<file path="src/rtl/adpll_div_pkg.sv">
// Shared types and constants for the ADPLL fractional-N feedback divider.
// The fractional accumulator is built only when FRAC_DIV_EN is defined.
package adpll_div_pkg;

  typedef enum logic {
    IDLE = 1'b0,
    RUN  = 1'b1
  } div_state_t;

  localparam int          DEF_N_W   = 8;
  localparam int          DEF_F_W   = 16;
  localparam int unsigned MIN_RATIO = 2;

  // Ratios below 2 cannot produce a high and a low phase, so they are raised to 2.
  function automatic int unsigned clamp_ratio(input int unsigned n);
    return (n < MIN_RATIO) ? MIN_RATIO : n;
  endfunction

endpackage

</file>
<file path="src/rtl/frac_accum.sv">
// First-order fractional accumulator. The carry is combinational from the
// current accumulator value and the fraction, so the divider can use it on
// the same edge that commits the new accumulator value.
module frac_accum
  import adpll_div_pkg::*;
#(
  parameter int F_W = DEF_F_W
) (
  input  logic           clk_in,
  input  logic           reset,
  input  logic           step,
  input  logic [F_W-1:0] frac,
  output logic           carry
);

  logic [F_W-1:0] acc;
  logic [F_W:0]   sum;

  // Add with carry-out; the sum wraps modulo 2^F_W.
  always_comb begin
    sum   = {1'b0, acc} + {1'b0, frac};
    carry = sum[F_W];
  end

  // Commit the wrapped sum once per output period.
  always_ff @(posedge clk_in or posedge reset) begin
    if (reset) begin
      acc <= '0;
    end else if (step) begin
      acc <= sum[F_W-1:0];
    end
  end

endmodule

</file>
<file path="src/rtl/frac_divider.sv">
// Runtime-programmable fractional-N feedback divider (DCO -> TDC/phase detector).
// Average ratio N + F/2^F_W; each output period is N or N+1 input cycles.
// Define FRAC_DIV_EN to build the fractional accumulator; without it the
// block is an integer-only divider and div_frac is ignored.
//
// Config handshake: a config transfers on any rising clk_in edge where
// cfg_valid && cfg_ready. cfg_ready is high in IDLE and, in RUN, whenever no
// config is pending. A config taken in RUN waits in the pending slot and is
// applied on the first period boundary after the transfer edge, so the
// current period is never truncated or extended.
module frac_divider
  import adpll_div_pkg::*;
#(
  parameter int N_W = DEF_N_W,
  parameter int F_W = DEF_F_W
) (
  input  logic           clk_in,
  input  logic           reset,
  input  logic [N_W-1:0] div_int,
  input  logic [F_W-1:0] div_frac,
  input  logic           cfg_valid,
  output logic           cfg_ready,
  output logic           clk_out,
  output logic           tick
);

  div_state_t     state;
  div_state_t     state_nx;

  logic [N_W:0]   count;
  logic [N_W:0]   m_len;
  logic [N_W:0]   h_len;
  logic [N_W-1:0] act_n;
  logic [N_W-1:0] pend_n;
  logic           pend_valid;

  logic           xfer;
  logic           load_idle;
  logic           boundary;
  logic           step;
  logic           carry;
  logic [N_W-1:0] sel_n;
  logic [N_W:0]   cnt_inc;
  logic [N_W:0]   m_last;
  logic [N_W:0]   new_m;
  logic [N_W:0]   new_h;

`ifdef FRAC_DIV_EN
  logic [F_W-1:0] act_f;
  logic [F_W-1:0] pend_f;
  logic [F_W-1:0] sel_f;
`else
  logic           unused_frac;
`endif

  assign cfg_ready = (state == IDLE) || !pend_valid;

  // Next-state: leave IDLE on the first accepted config; only reset returns to IDLE.
  always_comb begin
    state_nx = state;
    if (state == IDLE && xfer) begin
      state_nx = RUN;
    end
  end

  // State register.
  always_ff @(posedge clk_in or posedge reset) begin
    if (reset) begin
      state <= IDLE;
    end else begin
      state <= state_nx;
    end
  end

  // Period control: which ratio starts the next period and how long it is.
  always_comb begin
    xfer      = cfg_valid && cfg_ready;
    load_idle = (state == IDLE) && xfer;
    cnt_inc   = count + {{N_W{1'b0}}, 1'b1};
    m_last    = m_len - {{N_W{1'b0}}, 1'b1};
    boundary  = (state == RUN) && (count == m_last);
    step      = load_idle || boundary;
    if (load_idle) begin
      sel_n = div_int;
    end else if (pend_valid) begin
      sel_n = pend_n;
    end else begin
      sel_n = act_n;
    end
    // N + carry is formed in N_W+1 bits so N = 2^N_W-1 plus a carry cannot wrap.
    new_m = (N_W+1)'(clamp_ratio(32'(sel_n))) + {{N_W{1'b0}}, carry};
    new_h = new_m - (new_m >> 1);
  end

`ifdef FRAC_DIV_EN
  // Fraction feeding the accumulator follows the same selection as the ratio.
  always_comb begin
    if (load_idle) begin
      sel_f = div_frac;
    end else if (pend_valid) begin
      sel_f = pend_f;
    end else begin
      sel_f = act_f;
    end
  end

  frac_accum #(
    .F_W (F_W)
  ) u_frac_accum (
    .clk_in (clk_in),
    .reset  (reset),
    .step   (step),
    .frac   (sel_f),
    .carry  (carry)
  );

  // Active/pending fraction registers, updated alongside the integer ratio.
  always_ff @(posedge clk_in or posedge reset) begin
    if (reset) begin
      act_f  <= '0;
      pend_f <= '0;
    end else begin
      if (load_idle || (boundary && pend_valid)) begin
        act_f <= sel_f;
      end
      if (state == RUN && xfer) begin
        pend_f <= div_frac;
      end
    end
  end
`else
  // Integer-only build: no accumulator, every period is exactly N.
  assign carry       = 1'b0;
  assign unused_frac = ^{div_frac, step};
`endif

  // Counter, period/phase lengths, ratio registers and registered outputs.
  always_ff @(posedge clk_in or posedge reset) begin
    if (reset) begin
      count      <= '0;
      m_len      <= '0;
      h_len      <= '0;
      act_n      <= '0;
      pend_n     <= '0;
      pend_valid <= 1'b0;
      clk_out    <= 1'b0;
      tick       <= 1'b0;
    end else begin
      if (load_idle) begin
        act_n   <= div_int;
        m_len   <= new_m;
        h_len   <= new_h;
        count   <= '0;
        clk_out <= 1'b1;
        tick    <= 1'b1;
      end else if (state == RUN) begin
        if (boundary) begin
          if (pend_valid) begin
            act_n      <= pend_n;
            pend_valid <= 1'b0;
          end
          m_len   <= new_m;
          h_len   <= new_h;
          count   <= '0;
          clk_out <= 1'b1;
          tick    <= 1'b1;
        end else begin
          count   <= cnt_inc;
          clk_out <= (cnt_inc < h_len);
          tick    <= 1'b0;
        end
        // A transfer in RUN only happens with the pending slot empty, so it
        // never collides with the boundary clearing pend_valid.
        if (xfer) begin
          pend_n     <= div_int;
          pend_valid <= 1'b1;
        end
      end
    end
  end

endmodule

</file>
<file path="config.mk">
export PLATFORM = sky130hd
export DESIGN_NAME = frac_divider
export DESIGN_NICKNAME = d
export VERILOG_FILES = /design/src/rtl/adpll_div_pkg.sv /design/src/rtl/frac_accum.sv /design/src/rtl/frac_divider.sv
export SDC_FILE = /design/constraint.sdc
export NUM_CORES = 1
export LEC_CHECK = 0
export ABC_CLOCK_PERIOD_IN_PS = 4600
export BUFFER_PORTS_ARGS = -buffer_cell sky130_fd_sc_hd__buf_2
export CAP_MARGIN = 20
export CORE_ASPECT_RATIO = 1.4
export CORE_MARGIN = 2
export CORE_UTILIZATION = 50
export CTS_BUF_LIST = sky130_fd_sc_hd__clkbuf_8
export DETAILED_ROUTE_END_ITERATION = 6
export HOLD_SLACK_MARGIN = 0.12
export PLACE_DENSITY_LB_ADDON = 0.3
export SETUP_SLACK_MARGIN = 0.1
export SYNTH_ARGS = -nofsm -noshare
export SYNTH_HDL_FRONTEND = slang
export SYNTH_SLANG_ARGS = --single-unit
</file>
<file path="constraint.sdc">
create_clock -name clk_in -period 4.6 [get_ports clk_in]
set_input_delay 0.46 -clock clk_in [delete_from_list [all_inputs] [get_ports clk_in]]
set_output_delay 0.46 -clock clk_in [all_outputs]
set_load 0.01 [all_outputs]
</file>
# Word-level counts from Yosys, hierarchy flattened
# Index checks and enable logic that the tools add are counted.
[word_totals]
ff_bits = 47
output_inout_bits = 3
[op_classes]
n_addsub = 3
n_lt_le_gt_ge = 2
eq_ne = 1
mux = 23
n_bitwise = 2
reduce_logical = 11
[op_table]
columns = ["operator", "count"]
rows = [
  ["9-bit 2-to-1 mux", 9],
  ["8-bit 2-to-1 mux", 6],
  ["9-bit by 1-bit adder with 9-bit output, second input constant", 1],
  ["9-bit equality test", 1],
  ["9-bit < comparator", 1],
  ["8-bit by 7-bit subtractor with 9-bit output", 1],
  ["9-bit by 1-bit subtractor with 9-bit output, second input constant", 1],
  ["8-bit by 2-bit < comparator with 1-bit output, second input constant", 1],
  ["1-bit 2-to-1 mux", 8],
  ["3-bit AND reduction", 2],
  ["2-bit nonzero test", 3],
  ["1-bit logical AND", 3],
  ["1-bit NOT", 2],
  ["2-bit AND reduction", 1],
  ["1-bit zero test", 1],
  ["1-bit logical OR", 1],
]

# Logic depth before layout (Yosys ltp)
[depth]
depth_word = 11
ltp_mapped = 16

# Worst setup path before layout
# No wires, ideal clock.
[synth_timing]
kind = "reg2reg"
start = "reg pend_valid"
end = "reg h_len[6]"
setup_time_ns = 0.082
arrival_ns = 3.067
t_required_ns = 4.518
path_slack_ns = 1.451
stages_incl_launch_ff = 17
path_buffers = 2
synth_period_minus_slack_ns = 3.149
cell_sequence = "dfrtp_1 > clkbuf_1 > buf_2 > mux2i_1 > nor2_1 > a21oi_1 > ha_1 > nand3_1 > nand2_1 > ha_1 > fa_1 > nor2b_1 > o21ai_0 > a21boi_0 > o21a_1 > or3_1 > a31oi_1"
[synth_via]
elab_chain_cells = 11
word_cells_on_any_way = 15
classes_between = "add/sub: 1; order compare: 1; mux: 6; reduce/logical: 7"
[synth_lines]
columns = ["item", "line", "rtl"]
rows = [
  ["start: declaration", "frac_divider.sv:35", "logic pend_valid;"],
  ["start signal: assignment", "frac_divider.sv:145", "pend_valid <= 1'b0;"],
  ["start signal: assignment", "frac_divider.sv:160", "pend_valid <= 1'b0;"],
  ["start signal: assignment", "frac_divider.sv:176", "pend_valid <= 1'b1;"],
  ["1-bit zero test", "frac_divider.sv:56", "assign cfg_ready = (state == IDLE) || !pend_valid;"],
  ["1-bit logical OR", "frac_divider.sv:56", ""],
  ["1-bit logical AND", "frac_divider.sv:77", "xfer = cfg_valid && cfg_ready;"],
  ["1-bit logical AND", "frac_divider.sv:78", "load_idle = (state == IDLE) && xfer;"],
  ["8-bit 2-to-1 mux (*)", "frac_divider.sv:83", "if (load_idle) begin"],
  ["8-bit by 2-bit < comparator with 1-bit output", "adpll_div_pkg.sv:16", "return (n < MIN_RATIO) ? MIN_RATIO : n;"],
  ["8-bit 2-to-1 mux (*)", "adpll_div_pkg.sv:16", ""],
  ["net new_m[1]", "frac_divider.sv:45", "logic [N_W:0] new_m;"],
  ["8-bit by 7-bit subtractor with 9-bit output (*)", "frac_divider.sv:92", "new_h = new_m - (new_m >> 1);"],
  ["9-bit 2-to-1 mux", "frac_divider.sv:157", "if (boundary) begin"],
  ["9-bit 2-to-1 mux", "frac_divider.sv:156", "end else if (state == RUN) begin"],
  ["9-bit 2-to-1 mux (*)", "frac_divider.sv:149", "if (load_idle) begin"],
  ["end signal: assignment", "frac_divider.sv:152", "h_len <= new_h;"],
  ["end signal: assignment", "frac_divider.sv:163", "h_len <= new_h;"],
  ["end: declaration", "frac_divider.sv:32", "logic [N_W:0] h_len;"],
]
# The timed path passes the listed nets; every way through them passes the cells marked *. The select of a mux whose other input is x is not followed.
# A chain may end at the register's enable or synchronous reset.

# Worst setup path in the final report
# Ends and elaborated chain as after synthesis.

==> metrics.md <==
| Metric | Value |
|---|---|
| CP Class | reg2reg |
| Antenna-violating nets left | 0 |
| Area delta synth->final | 6.62% |
| Most instantiated library cell after synthesis | dfrtp_1 |
| Clock power share | 0.105 |
| WP data arrival | 3.88 ns |
| WHS | approximately 0.41 ns |
| Final #Nets | roughly 350 |
| Core Area | a little under 0.006 mm^2 |
| Synth Area in XOR/XNOR | 0.0579 |
| Top Ports | 30 |
| Fin util | 0.550 |
| Vias post-DR | ~2200 |
| First-pass GRT wire length | 10500 um |
| Congestion Overflow GR | 0 |
| Synth Area per Inst | 10.1 um^2 |
| FFs w/ async S/R, synth | 1.00 |
| Rows | 33 |
| Placer Congestion | roughly 0.88 |
| Initial Utilization | 0.516 |
| Power Dens Cells | 739 mW/mm^2 |
| Cell family with most CP delay | simple AND/OR/NAND/NOR gates |
| Place WS | 0.929 ns |
| Main combinational cell family by area after synthesis | compound AO/OA/AOI/OAI gates |
| Syn_nets | ~350 |
| Setup crit start kind | flop |
| Internal power | 1.33 mW |
| Worst slew margin | 0.323 |
| 1st-pass router iterations | 4 |
| Fillers | between 500 and 600 |
| Number of synthesized flops with an enable pin | 0 |
| DP Cell Count | ~370 |
| Highest clock rate | roughly 0.27 GHz |
| Drt first-iter violations | approximately 100 |
| Gate power share | 0.573 |
| CTS Buf Count | 5 |
| Post-Syn Instances | 300 |
| RSZ-0062 raised after global routing | false |
| Post-synthesis mux area share | 0.142 |
| Post-synthesis sequential area ratio | 0.380 |
| Maxcap violations | 0 |
| Pin count of the biggest net entering global routing | 47 |
| Area share of fa/ha/maj cells after synthesis | 0.0811 |
| Synth warnings | 0 |
| Initial antenna violation count | 0 |
| Final setup violation count | 0 |
| Switch share | 0.440 |
| Worst slew pin tran | slightly above 1 ns |
| Worst-path fanout max | 14 |
| Port bufs | 13 |
| Sequential power share | 0.322 |
| Crit share post-route | 0.795 |
| Htree depth | 2 |
| P_leak | 1.53 nW |
| Routed vias/inst | approximately 6 |
| Max Clock Skew | around 0.011 ns |
| Required time worst endpoint | slightly below 5 ns |
| Min Tclk post-route | 3.66 ns |
| Die area | ~0.0067 mm^2 |
| Final WS setup | 0.942 ns |
| CP peak stage delay | ~0.74 ns |
| Die width | roughly 70 um |
| Detailed-route DRC error count | 0 |
| Post-CTS Setup Bufs | 0 |
| Top cells by area, synth | dfrtp_1 (38%), ha_1 (7.4%), mux2i_1 (5.6%) |
| Main flop type after synthesis | dfrtp_1 |
| Fin cells | ~380 |
| Die Ht | ~96 um |
| Hpwl dp | about 4700 um |
| Critical path buffers and inverters | 0 |
| Worst skew pair latency | around 0.3 ns |
| Gr usage total | 0.202 |
| CTS tree | built |
| Share of the synthesized area in the top cell type | 0.380 |
| Compound-cell area share of the yosys netlist | 0.148 |
| Yosys top cell by area | dfrtp_1 |
| Crit end category | flop |
| Fin. Hold Viols | 0 |
| CP max-delay cell | dfrtp_1 |
| Drt wl/cell | approximately 17 um |
| Worst hold-check path type | in2reg |
| CTS max path bufs | 2 |
| Root Buffer | clkbuf_8 |
| WL final | about 6400 um |
| Share of layout cells above drive strength 1 | 0.168 |
| Status | finished clean |
| Synth Register Bits | 46 |
| Fin. max-slew vios | 0 |
| # diodes | 0 |
| Worst IR drop on VDD | slightly above 0.0004 V |
| Yosys cell types | 50 |
| Clock transition at path regs | 0.09 ns |
| Critical-path cell list | mux2_2 -> mux2i_1 -> and4_1 -> nand3_1 -> nand2_1 -> ha_1 -> fa_1 -> nor2b_1 -> o21ai_0 -> a21boi_0 -> o21a_1 -> or3_1 -> a31oi_1 |
| CTS sink cnt | 46 |
| Mapped cell area | slightly above 0.003 mm^2 |
| Vias in the first global route | between 2000 and 2500 |
| Sw Pwr | 1.05 mW |
| Synth cell count leaders | dfrtp_1 (46), inv_1 (26), ha_1 (18) |
| Synth Area in Simple Gates | 0.130 |
| Setup_tns | 0 ns |
[what timing repair did]
item                                   CTS  global route
endpoints found under the hold margin    0             3
hold buffers                             0             1
gates resized for setup                  0             0
[layout make-up]
class                   instances  area, um^2  area share
clock buffers                   5        68.8      0.0213
clock inverters                 3        21.3     0.00659
inverters                      26        97.6      0.0303
multi-input cells             212        1690       0.524
flip-flops and latches         46        1150       0.357
well taps                      70        87.6      0.0272
repair buffers                 17         110      0.0341
[layout by cell type (no fill, tap or decap), types with 2 or more instances in the layout]
master and n:
nor3_1 2, a21boi_0 2, nand3_1 10, o21ai_0 13, ha_1 18, inv_1 25, a211oi_1 7, buf_2 13
mux2_2 15, buf_4 2, nor2b_1 5, a21oi_1 7, xnor2_1 15, a311oi_1 2, mux2_4 6, a32o_1 4
a21o_1 6, nand4_1 2, and3_1 5, a22oi_1 3, nor2_1 14, nand3b_1 5, o21a_1 4, dfrtp_1 46
xor2_1 5, a31oi_1 5, nand2_1 16, o211ai_1 3, or3_1 3, mux2i_1 17, or3b_2 2, clkbuf_8 5
[sequential cells by signal (all words and copies together) (netlist names)]
register / cells
clk_out: 1
pend_n: 8
pend_valid: 1
count: 9
state: 1
h_len: 9
m_len: 8
tick: 1
act_n: 8
[per-layer routing]
metal / up-vias / GRT usage / wire length (um)
met5: - / 0 / 0
met4: 0 / 0.0946 / 228
met3: 16 / 0.0314 / 133
met2: 39 / 0.365 / 3290
met1: 1114 / 0.236 / 2700
li1: 1079 / - / -
[stage by stage]
step	area, um^2	total power [mW]
2_1_floorplan	3030	1.84
5_1_grt	3230	2.61
6_report	3230	2.38
3_5_place_dp	3110	2.13
3_3_place_gp	3110	2.08
4_1_cts	3200	2.39
[final timing paths]
path                        endpoint  depth (start not counted)  startpoint  slack [ns]
hold / removal             pend_n[6]                          2  div_int[6]        0.41
max in group asynchronous   m_len[4]                          4       reset        3.58
setup reg to reg            h_len[6]                         13  pend_valid        0.94
min in group asynchronous   count[7]                          3       reset        0.58
hold reg to reg                 tick                          1        tick        0.48
setup / recovery            h_len[6]                         13  pend_valid        0.94
[power groups by stage]
stage	clock [mW]	sequential, mW	combinational [mW]
final	0.249	0.767	1.37
after global routing	0.273	0.793	1.55
after CTS	0.259	0.767	1.37
after detailed placement	0	0.775	1.36
after global placement	0	0.765	1.31
after floorplan	0	0.694	1.14
[cells by family after synthesis]
group                      count (synthesis)
xor gates and xnor gates                  20
and+or+nand+nor                           72
AOI/OAI and AO/OA                         63
muxes                                     38
adders and majority gates                 19
buffers and inverters                     42
DFF                                       46
(Power assumes the default switching activity.)
